## src/rtl/disp_pkg.sv

```systemverilog
// -----------------------------------------------------------------------------
// disp_pkg
// Shared constants for the multiplexed 7-segment display path.
//   NUM_DIGITS - digits on the common segment bus
//   BCD_DASH   - digit code that lights the dash (segment g only)
//   BCD_BLANK  - digit code used to blank a digit
//   SEG_CODES  - 16-entry table of logical segment codes {g,f,e,d,c,b,a},
//                indexed by the 4-bit digit code (a = bit 0)
// -----------------------------------------------------------------------------
package disp_pkg;

    localparam int NUM_DIGITS = 6;

    typedef logic [3:0] bcd_t;
    typedef logic [6:0] seg_t;

    localparam seg_t SEG_BLANK = 7'h00;
    localparam seg_t SEG_DASH  = 7'h40;

    localparam bcd_t BCD_DASH  = 4'hA;
    localparam bcd_t BCD_BLANK = 4'hF;

    // Entry 15 first, entry 0 last. Codes 0..9 are the standard digits,
    // 4'hA is a dash, 4'hB..4'hF are dark.
    localparam logic [15:0][6:0] SEG_CODES = {
        SEG_BLANK, SEG_BLANK, SEG_BLANK, SEG_BLANK, SEG_BLANK, SEG_DASH,
        7'h6F, 7'h7F, 7'h07, 7'h7D, 7'h6D, 7'h66, 7'h4F, 7'h5B, 7'h06, 7'h3F
    };

endpackage

```

## src/rtl/bcd_to_seg7.sv

```systemverilog
// -----------------------------------------------------------------------------
// bcd_to_seg7
// Combinational digit-code to logical segment decoder. No pin polarity is
// applied here; a 1 on an output bit means "segment lit".
//   bcd_i  in  4  digit code (0-9 digits, A dash, B-F blank)
//   seg_o  out 7  logical segments {g,f,e,d,c,b,a}
// -----------------------------------------------------------------------------
module bcd_to_seg7
    import disp_pkg::*;
(
    input  logic [3:0] bcd_i,
    output logic [6:0] seg_o
);

    assign seg_o = SEG_CODES[bcd_i];

endmodule

```

## src/rtl/seg7_scan_driver.sv

```systemverilog
// -----------------------------------------------------------------------------
// seg7_scan_driver
// Time-multiplexes six digit codes onto one common 7-segment bus with six
// digit enables. Contains the refresh prescaler, the scan index, a shadow
// latch that is reloaded once per frame (no tearing), and a blank window at
// the start of every slot so the previous digit cannot ghost onto the next.
//
// Optional feature (macro DISP_BLINK_EN): per-digit blinking driven by a
// frame counter; without the macro blink_mask is ignored.
//
// Ports:
//   clk, rst          clock, asynchronous active-high reset
//   d0..d5            digit codes, d0 is the leftmost digit
//   dp_mask           bit i lights the decimal point of digit i
//   blink_mask        bit i blinks digit i (DISP_BLINK_EN only)
//   enable            0 darkens the display without stopping the scan
//   seg, dp           segment and decimal point pins
//   dig               digit enable pins, bit i = digit i
//   frame_tick        one-cycle pulse when the shadow registers load
// -----------------------------------------------------------------------------
module seg7_scan_driver
    import disp_pkg::*;
#(
    parameter int DIV            = 50000,
    parameter int BLANK_CYCLES   = 16,
    parameter bit SEG_ACTIVE_LOW = 1'b1,
    parameter bit DIG_ACTIVE_LOW = 1'b1,
    parameter int BLINK_FRAMES   = 83
) (
    input  logic       clk,
    input  logic       rst,
    input  logic [3:0] d0,
    input  logic [3:0] d1,
    input  logic [3:0] d2,
    input  logic [3:0] d3,
    input  logic [3:0] d4,
    input  logic [3:0] d5,
    input  logic [5:0] dp_mask,
    input  logic [5:0] blink_mask,
    input  logic       enable,
    output logic [6:0] seg,
    output logic       dp,
    output logic [5:0] dig,
    output logic       frame_tick
);

    localparam int              CNT_W     = (DIV > 1) ? $clog2(DIV) : 1;
    localparam logic [CNT_W-1:0] CNT_LAST  = CNT_W'(DIV - 1);
    localparam logic [CNT_W-1:0] CNT_BLANK = CNT_W'(BLANK_CYCLES);
    localparam logic [2:0]       IDX_LAST  = 3'(NUM_DIGITS - 1);

    logic [CNT_W-1:0]                 cnt_q, cnt_d;
    logic [2:0]                       idx_q, idx_d;
    logic [NUM_DIGITS-1:0][3:0]       shadow_q;
    logic [NUM_DIGITS-1:0]            dp_sh_q;
    logic [6:0]                       seg_q, seg_d;
    logic                             dp_q, dp_d;
    logic [NUM_DIGITS-1:0]            dig_q, dig_d;
    logic                             slot_tick;
    logic                             blink_off;
    logic [6:0]                       seg_dec;

    assign slot_tick  = (cnt_q == CNT_LAST);
    // The shadow load happens on the last cycle of the last slot, so the new
    // frame starts at digit 0 with fresh data.
    assign frame_tick = slot_tick && (idx_q == IDX_LAST);

    // Prescaler and scan index advance.
    always_comb begin
        cnt_d = slot_tick ? '0 : cnt_q + 1'b1;
        idx_d = idx_q;
        if (slot_tick) begin
            idx_d = (idx_q == IDX_LAST) ? 3'd0 : idx_q + 3'd1;
        end
    end

    always_ff @(posedge clk or posedge rst) begin
        if (rst) begin
            cnt_q <= '0;
            idx_q <= '0;
        end else begin
            cnt_q <= cnt_d;
            idx_q <= idx_d;
        end
    end

    // Frame-synchronous shadow latch; starts blank so the first frame is dark.
    always_ff @(posedge clk or posedge rst) begin
        if (rst) begin
            shadow_q <= {NUM_DIGITS{BCD_BLANK}};
            dp_sh_q  <= '0;
        end else if (frame_tick) begin
            shadow_q <= {d5, d4, d3, d2, d1, d0};
            dp_sh_q  <= dp_mask;
        end
    end

`ifdef DISP_BLINK_EN
    localparam int              FR_W    = $clog2(BLINK_FRAMES + 1);
    localparam logic [FR_W-1:0] FR_LAST = FR_W'(BLINK_FRAMES - 1);

    logic [FR_W-1:0]       frame_cnt_q, frame_cnt_d;
    logic                  blink_phase_q, blink_phase_d;
    logic [NUM_DIGITS-1:0] blink_sh_q;

    // Blink phase flips every BLINK_FRAMES frames; it changes on the same edge
    // the shadows load, so a digit blanks for whole frames only.
    always_comb begin
        frame_cnt_d   = frame_cnt_q;
        blink_phase_d = blink_phase_q;
        if (frame_tick) begin
            if (frame_cnt_q == FR_LAST) begin
                frame_cnt_d   = '0;
                blink_phase_d = ~blink_phase_q;
            end else begin
                frame_cnt_d = frame_cnt_q + 1'b1;
            end
        end
    end

    always_ff @(posedge clk or posedge rst) begin
        if (rst) begin
            frame_cnt_q   <= '0;
            blink_phase_q <= 1'b0;
            blink_sh_q    <= '0;
        end else begin
            frame_cnt_q   <= frame_cnt_d;
            blink_phase_q <= blink_phase_d;
            if (frame_tick) begin
                blink_sh_q <= blink_mask;
            end
        end
    end

    assign blink_off = blink_phase_q & blink_sh_q[idx_q];
`else
    logic unused_blink;

    assign blink_off    = 1'b0;
    assign unused_blink = ^{blink_mask, BLINK_FRAMES[0]};
`endif

    bcd_to_seg7 u_decode (
        .bcd_i (shadow_q[idx_q]),
        .seg_o (seg_dec)
    );

    // Output stage in logical polarity. Segments and digit enable are taken
    // from the same idx/cnt state, so they always change on the same edge.
    always_comb begin
        seg_d = blink_off ? SEG_BLANK : seg_dec;
        dp_d  = dp_sh_q[idx_q] & ~blink_off;
        dig_d = '0;
        if (enable && (cnt_q >= CNT_BLANK)) begin
            dig_d[idx_q] = 1'b1;
        end
    end

    always_ff @(posedge clk or posedge rst) begin
        if (rst) begin
            seg_q <= SEG_BLANK;
            dp_q  <= 1'b0;
            dig_q <= '0;
        end else begin
            seg_q <= seg_d;
            dp_q  <= dp_d;
            dig_q <= dig_d;
        end
    end

    assign seg = SEG_ACTIVE_LOW ? ~seg_q : seg_q;
    assign dp  = SEG_ACTIVE_LOW ? ~dp_q  : dp_q;
    assign dig = DIG_ACTIVE_LOW ? ~dig_q : dig_q;

endmodule

```

## config.mk

```make
export PLATFORM = sky130hd
export DESIGN_NAME = seg7_scan_driver
export DESIGN_NICKNAME = d
export VERILOG_FILES = /design/src/rtl/disp_pkg.sv /design/src/rtl/bcd_to_seg7.sv /design/src/rtl/seg7_scan_driver.sv
export SDC_FILE = /design/constraint.sdc
export NUM_CORES = 1
export LEC_CHECK = 0
export BUFFER_PORTS_ARGS = -buffer_cell sky130_fd_sc_hd__buf_2
export CORE_MARGIN = 4
export CORE_UTILIZATION = 40
export DETAILED_ROUTE_END_ITERATION = 8
export SYNTH_ARGS = -nofsm -noshare
export SYNTH_HDL_FRONTEND = slang
export SYNTH_SLANG_ARGS = --single-unit
export TNS_END_PERCENT = 30
```

## constraint.sdc

```tcl
create_clock -name clk -period 5.6 [get_ports clk]
set_clock_uncertainty 0.2 [all_clocks]
set_input_delay 0.56 -clock clk [delete_from_list [all_inputs] [get_ports clk]]
set_output_delay 0.56 -clock clk [all_outputs]
set_load 0.01 [all_outputs]
```

==> metrics.cfg, run 1 <==
[status]
status=finished, final reports clean

[power_and_ir_drop]
vdd_drop_max_v=0.0001153
power_density_mw_per_mm2=249.2
p_leak_nw=1.665

[worst_setup_path]
cp-start-kind=flip-flop
critPathLaunch=cnt_q[4]$_DFF_PP0_
cpPeakStageDelay_ns=0.75
timing.rr.start=cnt_q[4]$_DFF_PP0_
worst_path_max_delay_cell=and2b_2
critPathMaxFanout=30
arrival_ns=3.07
crit_chain=nor4_1 -> nand2_1 -> nor4_4 -> and2b_2 -> mux2_1
crit_path_end_kind=flip-flop
critical_path_required_ns=5.61
path_class=flip-flop to flip-flop

[drt]
vias_per_cell=4.764
drt_iter0_markers=104
avgRoutedWirePerCell_um=13.81
drt-pass1-iter-count=6
postRouteAntennaNets=0
vias=1920
drcViolationCount=0
drt_wl_total_um=5566

[clock_network]
cts_tree=built
clkTransAtPathRegs_ns=0.07
postCtsSetupBuffers=0
cts_buffers=9
ctsHoldBuffers=0
htree_levels=3
clk_path_buf_depth=2
clock_sinks=63
cts_root_buffer=clkbuf_8
post_cts_resized=0
worstSkewPairLatency_ns=0.33

[logic_synthesis]
ys_seq_elements=63
ys_types=39
avgSynthCellArea_sq_um=12.00
ys_async_sr_fraction=1.000
synth_commonest_cells=39 x dfrtp_1, 30 x mux2_1, 28 x inv_1, 24 x dfstp_2, 22 x nor2_1
synth-main-ff-cell=dfrtp_1
synth_cells=248
seq_area_frac_synth=0.5397
synth_area_sq_mm=0.002977
yosysMostFrequentCell=dfrtp_1
synth_nets=295
synth_edf_count=0
netlist.top_cell.by_area=dfrtp_1
synth_area_leaders=dfrtp_1 33%, dfstp_2 21%, mux2_1 11%, inv_1 3.5%, ha_1 3.4%
ys_warn_count=0
synth_top_cell_area_share=0.3279

[final_layout]
area_delta_synth_final_pct=17.28
nets=346
antennaDiodeCount=0
nFillCells=717
final_core_util=0.4813
layout-drive-gt1-share=0.3289

[global_route]
overflow=0
grt_pass1_vias=1979
grt_use_total=0.1396
grt_pass1_wl_um=9418
antenna_found_initial=0
grt_start_max_net_pins=64

[placed_design]
port_buffers=47
place_hpwl_um=3801
gp_congestion=0.7805

[floorplan]
fp.dieH_um=94.27
start_util=0.4104
placeableCoreArea_sq_mm=0.007253
rows=31
die_w_um=94.27
fp.dieArea_sq_mm=0.008886
io_pins=54

[worst_hold_path]
hold_path.class=primary input to async pin

[run]
max-cap-violations=0

[sta]
min_period_over_period=0.5453
setup-violations-final=0
tns_ns=0
maxSlewViolCount=0
tightest_slew_ns=0.7868
whs_ns=0.2387
relSlewSlack=0.4755
fmaxAchievable_ghz=0.3275
fin_crit_ns=3.054
hold_viol_final=0
rsz0062_at_grt=no

[critical path: cells and delay by family, from the launching register on]
kind,cells,cell delay [ns]
flip-flops,1,0.43
multiplexers,1,0.38
AND/OR/NAND/NOR,4,1.91
[metrics by stage]
step	instances	power [mW]	cell area [sq um]	setup slack, ns
finish	403	0.8700	3491	2.546
CTS	403	0.8852	3491	2.521
floorplan	248	0.4717	2977	3.310
global placement	387	0.4870	3287	2.520
detailed placement	387	0.4871	3287	2.543
global route	403	0.9069	3491	2.368
[state kept, by name, indices dropped and copies added, names as in the netlist]
register	flops
shadow_q	24
cnt_q	16
seg_q	7
dig_q	6
dp_sh_q	6
idx_q	3
dp_q	1
[report_power, final]
| group | switching [mW] | internal, mW |
|---|---|---|
| sequential | 0.000151 | 0.456 |
| combinational | 0.0128 | 0.00892 |
| clock | 0.169 | 0.223 |
| total | 0.182 | 0.688 |
[final cells by class]
| class | instances | area [sq um] | area share |
|---|---|---|---|
| sequential | 63 | 1607 | 0.4602 |
| multi-input combinational | 149 | 1209 | 0.3462 |
| timing repair buffer | 48 | 242.7 | 0.06953 |
| clock buffer | 14 | 193.9 | 0.05556 |
| tap | 99 | 123.9 | 0.03548 |
| inverter | 28 | 105.1 | 0.03011 |
| clock inverter | 2 | 10.01 | 0.002867 |
[final timing paths]
check                                           to  slack [ns]  cells past startpoint
setup / recovery            dp_sh_q[3]$_DFFE_PP0P_        2.55                      5
hold / removal                  cnt_q[1]$_DFF_PP0_        0.24                      3
setup reg to reg            dp_sh_q[3]$_DFFE_PP0P_        2.55                      5
hold reg to reg             dp_sh_q[2]$_DFFE_PP0P_        0.29                      1
max in group asynchronous       seg_q[6]$_DFF_PP0_        4.44                      3
min in group clk           shadow_q[5]$_DFFE_PP1P_        0.24                      2
[logic make-up (layout without fill, tap and decap cells)]
| kind of cell | count (synthesis) | count (layout) | share of synthesized area |
|---|---|---|---|
| buffers and inverters | 36 | 92 | 0.05422 |
| and+or+nand+nor | 61 | 61 | 0.09963 |
| adders and majority gates | 8 | 8 | 0.03363 |
| muxes | 46 | 46 | 0.1816 |
| AOI/OAI and AO/OA | 18 | 18 | 0.04414 |
| xor gates and xnor gates | 16 | 16 | 0.04708 |
| DFF | 63 | 63 | 0.5397 |
[layer usage]
layer / vias up / routed length, um / GRT usage
li1: 942 / - / -
met1: 933 / 2513 / 0.1763
met2: 36 / 2746 / 0.2264
met3: 9 / 235 / 0.03205
met4: 0 / 71 / 0.06498
met5: - / 0 / 0
[cell usage in the layout (no fill, tap or decap), types with 5 or more instances in the layout]
master    Yosys  layout
ha_1          8       8
nor3_1        6       6
nor2_1       22      22
nand3_1       7       7
dfrtp_1      39      39
mux2i_1       9       9
dfstp_2      24      24
buf_2         3      47
nand2_1      13      13
o22ai_1       5       5
xor2_1        5       5
mux2_1       30      30
xnor2_1      11      11
clkbuf_8      0      12
inv_1        28      27
Note: power is estimated with default switching activity, not from simulation.
==> run 2: changes to the inputs <==
==> constraint.sdc (replaced) <==
create_clock -name clk -period 3.2 [get_ports clk]
set_clock_uncertainty 0.2 [all_clocks]
set_input_delay 0.32 -clock clk [delete_from_list [all_inputs] [get_ports clk]]
set_output_delay 0.32 -clock clk [all_outputs]
set_load 0.01 [all_outputs]
==> run 2 against run 1 <==
Compared with the run above: sequential share of layout area down 3.8 points; combinational power grew to 2.9 times the previous value; non-clock buffer count rose by 29; setup slack worse by 2.0 ns; fmax grew 17%; final area grew 9.0%; critical path depth rose by 1; largest cell class unchanged; largest power group unchanged; cell count up 7.2%; count of clock-buffer cells in the layout did not move; wire length rose by 4.6%; clock power increased by 99%.
==> metrics.cfg, run 2 (same netlist as run 1, synthesis figures left out) <==
[worst_hold_path]
hold_depth=2
hold-path-endpoint=shadow_q[13]$_DFFE_PP1P_
hold_path.class=primary input to flip-flop
hold_start=d3[1]

[final_layout]
layout_common_cells=47 x buf_2, 39 x dfrtp_1, 30 x mux2_1
largest_reg_flops=24  ; unchanged
antennaDiodeCount=0  ; unchanged
fin_area_sq_mm=0.003805  ; +9.0%
top_register=shadow_q
nets=375  ; +8.4%
layout-drive-gt1-share=0.3183  ; -0.01063
reg_top3=shadow_q: 24 flops, cnt_q: 16 flops, seg_q: 7 flops
area_delta_synth_final_pct=27.83
final_common_cell=buf_2

[clock_network]
clock_sinks=63  ; unchanged
cts_root_buffer=clkbuf_8
cts_tree=built
worstSkewPairLatency_ns=0.34  ; about the same
clkTransAtPathRegs_ns=0.07  ; about the same
cts_buffers=9  ; unchanged
htree_levels=3  ; unchanged
clk_path_buf_depth=2  ; unchanged

[sta]
setup-violations-final=0  ; unchanged
relSlewSlack=0.6068  ; +0.1314
min_period_over_period=0.8177  ; +0.2724
tightest_slew_ns=0.5823  ; -0.2045 ns
whs_ns=0.005412  ; -0.2333 ns
fin_ws_ns=0.5833  ; -1.963 ns
hold_viol_final=0  ; unchanged
fin_crit_ns=2.617  ; -0.4369 ns
tns_ns=0  ; unchanged
rsz0062_at_grt=no
maxSlewViolCount=0  ; unchanged
fmaxAchievable_ghz=0.3822  ; +17%

[placed_design]
place_area_sq_mm=0.003324  ; +1.1%
dp_slack_ns=0.5472  ; -1.996 ns
place_hpwl_um=4085  ; +7.5%
port_buffers=47  ; unchanged
gp_congestion=0.7951  ; +1.9%

[worst_setup_path]
critPathMaxFanout=21  ; -30%
timing.rr.start=cnt_q[4]$_DFF_PP0_
critical_path_required_ns=3.26  ; -2.35 ns
arrival_ns=2.68  ; -0.39 ns
cp-start-kind=flip-flop
reg2reg_slack_ns=0.58  ; -1.96 ns
path_class=flip-flop to flip-flop
r2r-end=shadow_q[8]$_DFFE_PP1P_
crit_path_end_kind=flip-flop
worstRegToRegCells=6  ; +1

[global_route]
antenna_found_initial=0  ; unchanged
grt_start_max_net_pins=40  ; -38%
grt_use_total=0.1465  ; +0.006861
grt_pass1_wl_um=9963  ; +5.8%
overflow=0  ; unchanged
grt_pass1_vias=2121  ; +7.2%

[drt]
drt_wl_total_um=5823  ; +4.6%
drt_iter0_markers=66  ; -37%
postRouteAntennaNets=0  ; unchanged
drt-pass1-iter-count=4  ; -2
vias=2028  ; +5.6%
vias_per_cell=4.694  ; -1.5%
avgRoutedWirePerCell_um=13.48  ; -2.4%
drcViolationCount=0  ; unchanged

[floorplan]
fp.dieArea_sq_mm=0.008886  ; unchanged
io_pins=54  ; unchanged
placeableCoreArea_sq_mm=0.007253  ; unchanged
die_w_um=94.27  ; unchanged
fp.dieH_um=94.27  ; unchanged
start_util=0.4104  ; unchanged
rows=31  ; unchanged

[status]
status=finished, final reports clean

[run]
max-cap-violations=0  ; unchanged

[power_and_ir_drop]
power_density_mw_per_mm2=430.9  ; +73%
p_leak_nw=1.808  ; +8.6%
vdd_drop_max_v=0.0002717  ; +140%

[run 2: cell type report]
cell class | instances | area [sq um]
Fill cell | 685 | 3448
Sequential cell | 63 | 1607
Multi-Input combinational cell | 149 | 1209
Timing Repair Buffer | 77 | 520.5
Clock buffer | 14 | 226.5
Tap cell | 99 | 123.9
Inverter | 28 | 105.1
Clock inverter | 2 | 13.76
[run 2: routing by layer]
metal / vias up / routed length, um / GRT usage
met3: 8 / 244 / 0.03686
met1: 990 / 2699 / 0.1867
met2: 33 / 2807 / 0.2400
met5: - / 0 / 0
li1: 997 / - / -
met4: 0 / 72 / 0.05415
[run 2: repair_timing]
item,in CTS,in global routing
resized for setup,0,0
hold endpoints to repair,62,0
hold buffers,24,0
buffers inserted,0,0
[run 2: metrics by stage]
stage | cells | total power, mW | util
2_1_floorplan | 248 | 0.8255 | -
3_3_place_gp | 392 | 0.8532 | 0.4583
3_5_place_dp | 392 | 0.8537 | 0.4583
4_1_cts | 432 | 1.658 | 0.5246
5_1_grt | 432 | 1.697 | 0.5246
6_report | 432 | 1.639 | 0.5246
[run 2: worst max-delay path by stage]
stage / endpoint / depth (start not counted) / slack [ns] / start
after floorplan: seg_q[0]$_DFF_PP0_ / 8 / 0.92 / idx_q[0]$_DFFE_PP0N_
after global placement: shadow_q[8]$_DFFE_PP1P_ / 6 / 0.61 / cnt_q[5]$_DFF_PP0_
after detailed placement: shadow_q[13]$_DFFE_PP1P_ / 6 / 0.55 / cnt_q[4]$_DFF_PP0_
after CTS: shadow_q[13]$_DFFE_PP1P_ / 6 / 0.53 / cnt_q[4]$_DFF_PP0_
after global routing: shadow_q[14]$_DFFE_PP1P_ / 6 / 0.40 / cnt_q[4]$_DFF_PP0_
final: shadow_q[8]$_DFFE_PP1P_ / 6 / 0.58 / cnt_q[4]$_DFF_PP0_
[run 2: critical path, stage by stage (launching register included)]
cell and delay (ns):
dfrtp_1 0.42, nor4_1 0.30, nand2_1 0.20, nor4_4 0.33, and2b_2 0.49, buf_4 0.27
mux2_1 0.34
[run 2: where the power goes]
group	switching (mW)	internal [mW]	leakage [nW]
registers	0.000360	0.798	0.744
clock network	0.313	0.466	0.124
logic	0.0266	0.0355	0.940
total	0.340	1.30	1.81
==> run 3: changes to the inputs <==
--- a/config.mk
+++ b/config.mk
@@ -5,6 +5,7 @@
 export SDC_FILE = /design/constraint.sdc
 export NUM_CORES = 1
 export LEC_CHECK = 0
+export ABC_AREA = 1
 export BUFFER_PORTS_ARGS = -buffer_cell sky130_fd_sc_hd__buf_2
 export CORE_MARGIN = 4
 export CORE_UTILIZATION = 40
==> constraint.sdc (replaced) <==
create_clock -name clk -period 2.1 [get_ports clk]
set_clock_uncertainty 0.2 [all_clocks]
set_input_delay 0.21 -clock clk [delete_from_list [all_inputs] [get_ports clk]]
set_output_delay 0.21 -clock clk [all_outputs]
set_load 0.01 [all_outputs]
==> run 3 against run 2 <==
Compared with the run above: global-route usage is 1.8 points higher; wire length is 30% higher; die area is 12% higher; worst hold slack better by 0.040 ns; utilization is 0.23 points higher; via count is 41% higher; sequential share of layout area is 5.0 points lower; count of clock-buffer cells in the layout is 2 lower; critical endpoint is now frame_tick; largest power group unchanged.
==> metrics.cfg, run 3 <==
[clock_network]
clock_sinks=63  ; unchanged
cts_root_buffer=clkbuf_8
clkTransAtPathRegs_ns=0.07  ; about the same
cts_tree=built
htree_levels=3  ; unchanged
clk_path_buf_depth=2  ; unchanged
cts_buffers=9  ; unchanged
worstSkewPairLatency_ns=0.34  ; about the same

[sta]
tightest_slew_ns=0.3577  ; -0.2246 ns
tns_ns=0  ; unchanged
relSlewSlack=0.7615  ; +0.1547
fin_crit_ns=2.042
min_period_over_period=0.9725
setup-violations-final=0  ; unchanged
fmaxAchievable_ghz=0.4896
whs_ns=0.04533  ; +0.03992 ns
rsz0062_at_grt=yes
hold_viol_final=0  ; unchanged
maxSlewViolCount=0  ; unchanged

[final_layout]
antennaDiodeCount=0  ; unchanged
multiInputGateArea_sq_mm=0.001418  ; +17%
reg_top3=shadow_q: 24 flops, cnt_q: 16 flops, seg_q: 7 flops
final_core_util=0.5269  ; +0.002295
nFillCells=795  ; +16%
largest_reg_flops=24  ; unchanged
layout_common_cells=133 x nand2_1, 58 x inv_1, 52 x nand3_1
layout-drive-gt1-share=0.2647  ; -0.05367
final_common_cell=nand2_1
fin_area_sq_mm=0.004329  ; +14%
area.sequential_sq_mm=0.001610  ; +0.23%
top_register=shadow_q
area_delta_synth_final_pct=28.34
nets=571  ; +52%

[placed_design]
place_hpwl_um=5257  ; +29%
place_area_sq_mm=0.003756  ; +13%
port_buffers=47  ; unchanged
gp_congestion=0.8516  ; +7.1%

[floorplan]
start_util=0.4105  ; about the same
rows=33  ; +6.5%
io_pins=54  ; unchanged
die_w_um=99.83  ; +5.9%
fp.dieArea_sq_mm=0.009966  ; +12%
placeableCoreArea_sq_mm=0.008217  ; +13%
fp.dieH_um=99.83  ; +5.9%

[drt]
drt-pass1-iter-count=4  ; unchanged
drt_iter0_markers=111  ; +68%
vias_per_cell=4.521  ; -3.7%
avgRoutedWirePerCell_um=11.96  ; -11%
drt_wl_total_um=7583  ; +30%
highest_layer=met4
drcViolationCount=0  ; unchanged
met1_length_um=3719  ; +38%
wl_met2_um=3433  ; +22%
vias=2866  ; +41%
postRouteAntennaNets=0  ; unchanged
wl_met3_um=266  ; +9.0%

[logic_synthesis]
synth_nets=474  ; +61%
avgSynthCellArea_sq_um=7.900  ; -34%
synth_area_leaders=dfrtp_1 29%, dfstp_2 19%, nand2_1 15%, nand3_1 7.7%, inv_1 6.7%
synth-main-ff-cell=dfrtp_1
synth_commonest_cells=134 x nand2_1, 60 x inv_1, 52 x nand3_1, 40 x nor2_1, 39 x dfrtp_1
ys_async_sr_fraction=1.000  ; unchanged
netlist.top_cell.by_area=dfrtp_1
ys_warn_count=0  ; unchanged
ys_seq_elements=63  ; unchanged
synth_edf_count=0  ; unchanged
seq_area_frac_synth=0.4763  ; -0.06346
synth_top_cell_area_share=0.2893  ; -0.03855
yosysMostFrequentCell=nand2_1
synth_area_sq_mm=0.003373  ; +13%
synth_cells=427  ; +72%
ys_types=29  ; -26%

[worst_setup_path]
cp-start-kind=flip-flop
arrival_ns=1.63  ; -1.05 ns
r2r-end=seg_q[3]$_DFF_PP0_
crit_chain=ha_4 -> nand2_2 -> inv_2 -> nand2_4 -> inv_2 -> nand3b_1 -> nor3_2 -> buf_2
worstRegToRegCells=13  ; +7
reg2reg_slack_ns=0.13  ; -0.45 ns
critPathMaxFanout=3  ; -86%
path_class=flip-flop to output port
critical_path_required_ns=1.69  ; -1.57 ns
path_common_cell=inv_2
crit_buf_inv=3  ; +2
worst_path_dominant_cell_family=flip-flops
critical_path_depth=8  ; +2
cpPeakStageDelay_ns=0.42  ; -0.07 ns
timing.rr.start=idx_q[2]$_DFFE_PP0N_
crit_path_end_kind=output port
worst_path_max_delay_cell=dfrtp_1

[power_and_ir_drop]
finalPower_mw=2.361  ; +44%
vdd_drop_max_v=0.0003607  ; +33%
p_leak_nw=2.289  ; +27%
power_density_mw_per_mm2=545.3  ; +27%

[global_route]
overflow=0  ; unchanged
grt_pass1_vias=2777  ; +31%
grt_use_total=0.1648  ; +0.01832
antenna_found_initial=0  ; unchanged
grt_start_max_net_pins=64  ; +60%
grt_pass1_wl_um=13120  ; +32%

[worst_hold_path]
hold_path.class=primary input to flip-flop
hold-path-endpoint=dig_q[2]$_DFF_PP0_
hold_depth=4  ; +2
hold_start=enable

[status]
status=finished, final reports clean

[run]
max-cap-violations=0  ; unchanged

-- run 3: cell count changes in the layout (fill, tap and decap cells not counted), sizes merged, moves of 9 or more --
cell   before  now
nand3       7   55
xnor2      11    0
mux2       34    0
mux2i       9    0
nor2       22   47
inv        28   66
nand2      13  143
buf        53   67
-- run 3: worst max-delay path by stage --
stage                          from                 end  slack, ns
5_1_grt          cnt_q[1]$_DFF_PP0_          frame_tick      -0.10
3_3_place_gp   idx_q[2]$_DFFE_PP0N_  seg_q[3]$_DFF_PP0_       0.13
4_1_cts          cnt_q[1]$_DFF_PP0_          frame_tick       0.03
3_5_place_dp   idx_q[2]$_DFFE_PP0N_  seg_q[0]$_DFF_PP0_       0.08
2_1_floorplan  idx_q[0]$_DFFE_PP0N_  seg_q[3]$_DFF_PP0_       0.15
6_report         cnt_q[1]$_DFF_PP0_          frame_tick       0.06
-- run 3: worst reg2reg max path: stages, from the launching register on --
cell,delay [ns]
dfrtp_2,0.47
nor2_2,0.16
nand2_2,0.08
inv_2,0.08
nand2_1,0.05
inv_1,0.05
nor2_1,0.04
nand3_1,0.10
inv_1,0.09
ha_1,0.31
nand2_2,0.08
nand2_1,0.05
nand2_1,0.06
nand2_1,0.04
-- run 3: through the flow --
stage,instances,worst slack (ns)
5_1_grt,634,-0.1005
3_3_place_gp,582,0.1274
3_5_place_dp,582,0.08106
4_1_cts,630,0.03241
6_report,634,0.05765
2_1_floorplan,427,0.1482
-- run 3: layer usage --
layer / vias up / global-route usage
met1: 1298 / 0.2365
met4: 0 / 0.07038
met3: 14 / 0.02780
met5: - / 0
met2: 55 / 0.2458
li1: 1499 / -
-- run 3: logic make-up (layout without fill, tap and decap cells) --
group                      after synthesis  in the layout  synth area share
adders and majority gates                8              8           0.02967
buffers and inverters                   78            180            0.1109
xor gates and xnor gates                 7              7           0.01818
AOI/OAI and AO/OA                       13             13           0.02151
and+or+nand+nor                        258            258            0.3435
DFF                                     63             63            0.4763
-- run 3: repair_timing --
item / 4_1_cts / 5_1_grt
endpoints found under the setup margin: 1 / 4
hold buffers: 31 / 0
endpoints found under the hold margin: 69 / 0
buffers inserted: 1 / 4
pin swaps: 0 / 2
resized for setup: 3 / 8
-- run 3: cell type report --
class / instances / share of cell area
multi-input cells: 286 / 0.3275
flip-flops and latches: 63 / 0.3720
clock inverters: 4 / 0.01040
well taps: 105 / 0.03035
repair buffers: 98 / 0.1673
clock buffers: 12 / 0.03353
inverters: 66 / 0.05896
-- run 3: report_power, final --
group | switching [mW] | internal (mW) | total [mW]
clock network | 0.460 | 0.575 | 1.04
registers | 0.000205 | 1.22 | 1.22
logic | 0.0435 | 0.0650 | 0.108
total | 0.503 | 1.86 | 2.36
